`src/rtl/multiplier.sv`:
```
// Iterative 32-round shift-add multiplier for RV32M MUL/MULH/MULHSU/MULHU.
// Borrows the shared ALU adder; signed forms run on magnitudes and are negated at the end.
module multiplier (
  input  logic        clk,
  input  logic        rst,
  input  logic        mul_en_i,
  input  logic [2:0]  funct3_32,
  input  logic [31:0] muldiv_a_i,
  input  logic [31:0] muldiv_b_i,
  input  logic [33:0] adder_result_ext_i,
  output logic [31:0] mul_operand_a_o,
  output logic [31:0] mul_operand_b_o,
  output logic        mul_add_o,
  output logic        mul_busy_o,
  output logic        mul_finish_o,
  output logic [31:0] muldiv_result_o
);

  localparam logic [2:0] MUL    = 3'b000;
  localparam logic [2:0] MULH   = 3'b001;
  localparam logic [2:0] MULHSU = 3'b010;

  typedef enum logic [1:0] {S_IDLE, S_CALC, S_NEG, S_DONE} state_t;

  state_t      state;
  state_t      state_nxt;
  logic [63:0] product;
  logic [31:0] mcand;
  logic [4:0]  round;
  logic [2:0]  op;
  logic        neg;
  logic        sa;
  logic        sb;
  logic        unused_adder_lsb;

  function automatic logic [31:0] mag32(input logic [31:0] x, input logic s);
    return s ? (~x + 32'd1) : x;
  endfunction

  function automatic logic [63:0] neg64(input logic [63:0] x);
    return ~x + 64'd1;
  endfunction

  assign unused_adder_lsb = adder_result_ext_i[0];

  always_comb begin
    sa = muldiv_a_i[31] & ((funct3_32 == MULH) | (funct3_32 == MULHSU));
    sb = muldiv_b_i[31] & (funct3_32 == MULH);
  end

  // Next state and outputs; a low request level outside IDLE abandons the operation.
  always_comb begin
    state_nxt       = state;
    mul_operand_a_o = 32'd0;
    mul_operand_b_o = 32'd0;
    mul_add_o       = 1'b0;
    mul_busy_o      = (state != S_IDLE);
    mul_finish_o    = 1'b0;
    case (state)
      S_IDLE: begin
        if (mul_en_i) state_nxt = S_CALC;
      end
      S_CALC: begin
        mul_operand_a_o = product[63:32];
        mul_operand_b_o = mcand;
        mul_add_o       = product[0];
        if (!mul_en_i)          state_nxt = S_IDLE;
        else if (round == 5'd31) state_nxt = neg ? S_NEG : S_DONE;
      end
      S_NEG: begin
        state_nxt = mul_en_i ? S_DONE : S_IDLE;
      end
      S_DONE: begin
        mul_finish_o = mul_en_i;
        state_nxt    = S_IDLE;
      end
      default: state_nxt = S_IDLE;
    endcase
  end

  always_ff @(posedge clk) begin
    if (rst) begin
      state           <= S_IDLE;
      product         <= 64'd0;
      mcand           <= 32'd0;
      round           <= 5'd0;
      op              <= 3'd0;
      neg             <= 1'b0;
      muldiv_result_o <= 32'd0;
    end else begin
      state <= state_nxt;
      case (state)
        S_IDLE: begin
          if (mul_en_i) begin
            mcand   <= mag32(muldiv_a_i, sa);
            product <= {32'd0, mag32(muldiv_b_i, sb)};
            round   <= 5'd0;
            op      <= funct3_32;
            neg     <= sa ^ sb;
          end
        end
        S_CALC: begin
          if (mul_en_i) begin
            // Carry-out of the shared adder becomes the new top bit of the product.
            product <= product[0] ? {adder_result_ext_i[33:1], product[31:1]}
                                  : {1'b0, product[63:1]};
            round   <= round + 5'd1;
          end
        end
        S_NEG: begin
          if (mul_en_i) product <= neg64(product);
        end
        S_DONE: begin
          if (mul_en_i) muldiv_result_o <= (op == MUL) ? product[31:0] : product[63:32];
        end
        default: ;
      endcase
    end
  end

endmodule

```
`config.mk`:
```
export PLATFORM = sky130hd
export DESIGN_NAME = multiplier
export DESIGN_NICKNAME = d
export VERILOG_FILES = /design/src/rtl/multiplier.sv
export SDC_FILE = /design/constraint.sdc
export NUM_CORES = 1
export LEC_CHECK = 0
export ABC_AREA = 1
export BUFFER_PORTS_ARGS = -buffer_cell sky130_fd_sc_hd__buf_2
export CORE_MARGIN = 2
export CORE_UTILIZATION = 30
export CTS_CLUSTER_SIZE = 24
export DETAILED_ROUTE_END_ITERATION = 7
export PLACE_DENSITY = 0.58
export SLEW_MARGIN = 40
export SYNTH_ARGS = -nofsm -noshare
export SYNTH_HDL_FRONTEND = slang
export SYNTH_SLANG_ARGS = --single-unit
```
`constraint.sdc`:
```
create_clock -name clk -period 1.8 [get_ports clk]
set_clock_uncertainty 0.1 [all_clocks]
set_input_delay 0.18 -clock clk [delete_from_list [all_inputs] [get_ports clk]]
set_output_delay 0.18 -clock clk [all_outputs]
set_load 0.1 [all_outputs]
```
==> impl_metrics.yaml <==
clocking:
  path_clk_slew_ps: 60
  clockBufferDepth: 2
  cts_buffers: 17
  clk-insertion-delay-late_ps: 440
  cts_tree: "done"
  h-tree-depth: 4
  cts_num_sinks: 139
  clk_root_buffer_cell: "clkbuf_16"
placed_design:
  place.gp.congestion: 0.966
  port_buffers: 201
  place_inst: 2730
  dp_slack_ps: -198
  dpl.hpwl_microns: 36700
  dpl_cell_area_sq_mm: 0.0154
synthesis:
  netlist_top_cells_area: "dfxtp_1 (26%), nand2_1 (19%), inv_1 (9.6%)"
  synthDistinctLibCells: 38
  synth_top_area_share_pct: 25.8
  yosys.area.top_type: "dfxtp_1"
  postSynthAreaPerCell_sq_um: 5.61
  syn_nets: 2035
  synth_area_sq_mm: 0.0108
  ys_ff_latch: 139
  netlist_instances: 1921
  ys.warnings.count: 0
  seq_area_frac_synth_pct: 25.8
min_path:
  hold_path_depth: 4
  hold_start: "muldiv_b_i[28]"
  hp-class: "in -> reg"
routing:
  firstDrtPassIters: 6
  routed_via_density: 5.12
  drtIter0Drc: 1093
  vias: 14600
  post_drt_wl_per_cell_microns: 18.1
  drc_errors: 0
  wl_microns: 51500
  ant_nets: 0
worst_setup_path:
  r2r-start: "state[0]$_SDFFE_PP0P_"
  cp-end-kind: "output pin"
  start_kind: "flip-flop"
  crit_fanout: 8
  cp.arrival_ps: 1800
  criticalPathCategory: "reg -> out"
  r2r_cells: 12
  required_ps: 1520
  crit_start: "state[1]$_SDFFE_PP0P_"
finish:
  nNetsFinal: 2484
  stdcell_count: 2844
  n_antenna_cell: 0
  syn2layout_area_growth_pct: 72.0
  final_cell_mix: "nand2_1 (403), buf_4 (220), inv_1 (206)"
  final_common_cell: "nand2_1"
  fillers: 3476
  final_core_util_pct: 52.2
  drive_above_1_share_pct: 38.3
  finish.instance_area_sq_mm: 0.0185
power_and_ir_drop:
  power_density_mw_per_mm2: 781
  switching_share_pct: 43.1
  finalPower_mw: 14.5
  pwr-share-comb_pct: 49.8
  power_frac_seq_pct: 25.4
  ir_worst_vdd_v: 0.000716
  clkPwrFrac_pct: 24.8
  internal_power_mw: 8.23
  leakage_nw: 8.95
  switchingPower_mw: 6.25
grt:
  grt_usage_pct: 25.4
  antenna_found_initial: 1
  grt_max_degree: 63
  grt_pass1_wl_microns: 75200
  gr-total-overflow: 0
  grt_pass1_vias: 13600
floorplanning:
  die_x_microns: 194
  io_pins: 203
  die_h_microns: 194
  die_area_sq_mm: 0.0375
  start_util_pct: 30.4
  core_area_sq_mm: 0.0355
  placementRows: 69
status:
  status: "finished, violations left"
  failed_checks: "setup timing"
timing:
  setup_slack_ps: -279
  slew_violations: 0
  period_needed_ps: 2080
  rsz0062_at_grt: "true"
  setup_viol: 126
  fmax_mhz: 481
  finalHoldViolations: 0
  period_share_pct: 115
  relSlewSlack_pct: 64.3
  tightest_slew_ps: 539
run:
  max_cap_viol_count: 0
registers in the layout, indices dropped and copies added (netlist names):
name and flops:
product 64, op 3, muldiv_result_o 32, mcand 32, neg 1, round 5, state 2
final cells by class:
cell class,instances,area [sq um],share of cell area (%)
multi-input combinational,1420,8060,43.5
timing repair buffer,509,5200,28.1
sequential,139,2800,15.1
inverter,283,1330,7.15
tap,461,577,3.11
clock buffer,19,443,2.39
clock inverter,13,133,0.715
metal layers:
metal | wire, microns | track usage (%) | share of wire [%]
met2 | 24500 | 43.5 | 48
met4 | 2280 | 9.16 | 4.4
met3 | 4370 | 5.93 | 8.5
met5 | 13 | 0 | 0.025
met1 | 20300 | 31.1 | 39
path summary, 6_finish.rpt:
path | slack, ps | to
max | -280 | mul_operand_a_o[14]
min | 3 | product[28]$_SDFFE_PP0P_
max reg2reg | -200 | product[23]$_SDFFE_PP0P_
min reg2reg | 380 | round[4]$_SDFFE_PP0P_
cell usage after synthesis:
master	number
a211oi_1	1
a21oi_1	152
a21oi_2	1
a221oi_1	1
a31oi_1	5
a32oi_1	1
and2_1	1
and3_1	1
buf_1	8
buf_2	13
buf_4	3
buf_6	2
clkbuf_1	53
clkinv_1	4
dfxtp_1	139
ha_1	10
inv_1	275
inv_2	4
nand2_1	537
nand2_2	1
nand3_1	132
nand3b_1	15
nand4_1	10
nor2_1	259
nor2_2	6
nor2_4	6
nor3_1	24
nor3_4	1
nor3b_1	1
o211ai_1	40
o21ai_0	144
o21ai_1	1
o21ai_2	1
o21bai_1	2
o221ai_1	4
o22ai_1	34
xnor2_1	3
xor2_1	26
cells by family (layout without fill, tap and decap cells):
family	after synthesis	after routing	share of synthesized area [%]
AND/OR/NAND/NOR	994	994	38.0
AO/OA/AOI/OAI	387	387	19.7
buffers and inverters	362	824	13.0
flip-flops	139	139	25.8
XOR/XNOR	29	29	2.36
adder cells (fa/ha/maj)	10	10	1.16
through the flow:
step | hold WS, ps | setup TNS [ps]
floorplan | 229 | -21230
global placement | 347 | -7240
global route | 11.7 | -31200
detailed placement | 366 | -10550
CTS | 0.544 | -27440
finish | 2.69 | -23060
power by group through the flow:
stage	logic (mW)	clock network [mW]	registers (mW)
after CTS	6.05	3.63	3.60
after detailed placement	5.45	0	3.65
after global placement	5.43	0	3.64
after floorplan	3.10	0	3.63
final	7.21	3.59	3.68
after global routing	7.68	3.77	3.71
critical path: stages (launching register included):
cell	delay, ps
dfxtp_4	360
inv_4	70
ha_4	180
buf_12	190
clkbuf_16	210
nand2_2	80
clkinvlp_4	90
buf_12	170
repair_timing:
action                                  CTS  global route
setup buffers                            23            29
gates cloned                              8            14
endpoints found under the hold margin    17             0
pin swaps                                38            82
hold buffers                             17             0
endpoints found under the setup margin  150           169
resized for setup                        95           379
No activity file was read; power rests on OpenSTA's default activity.
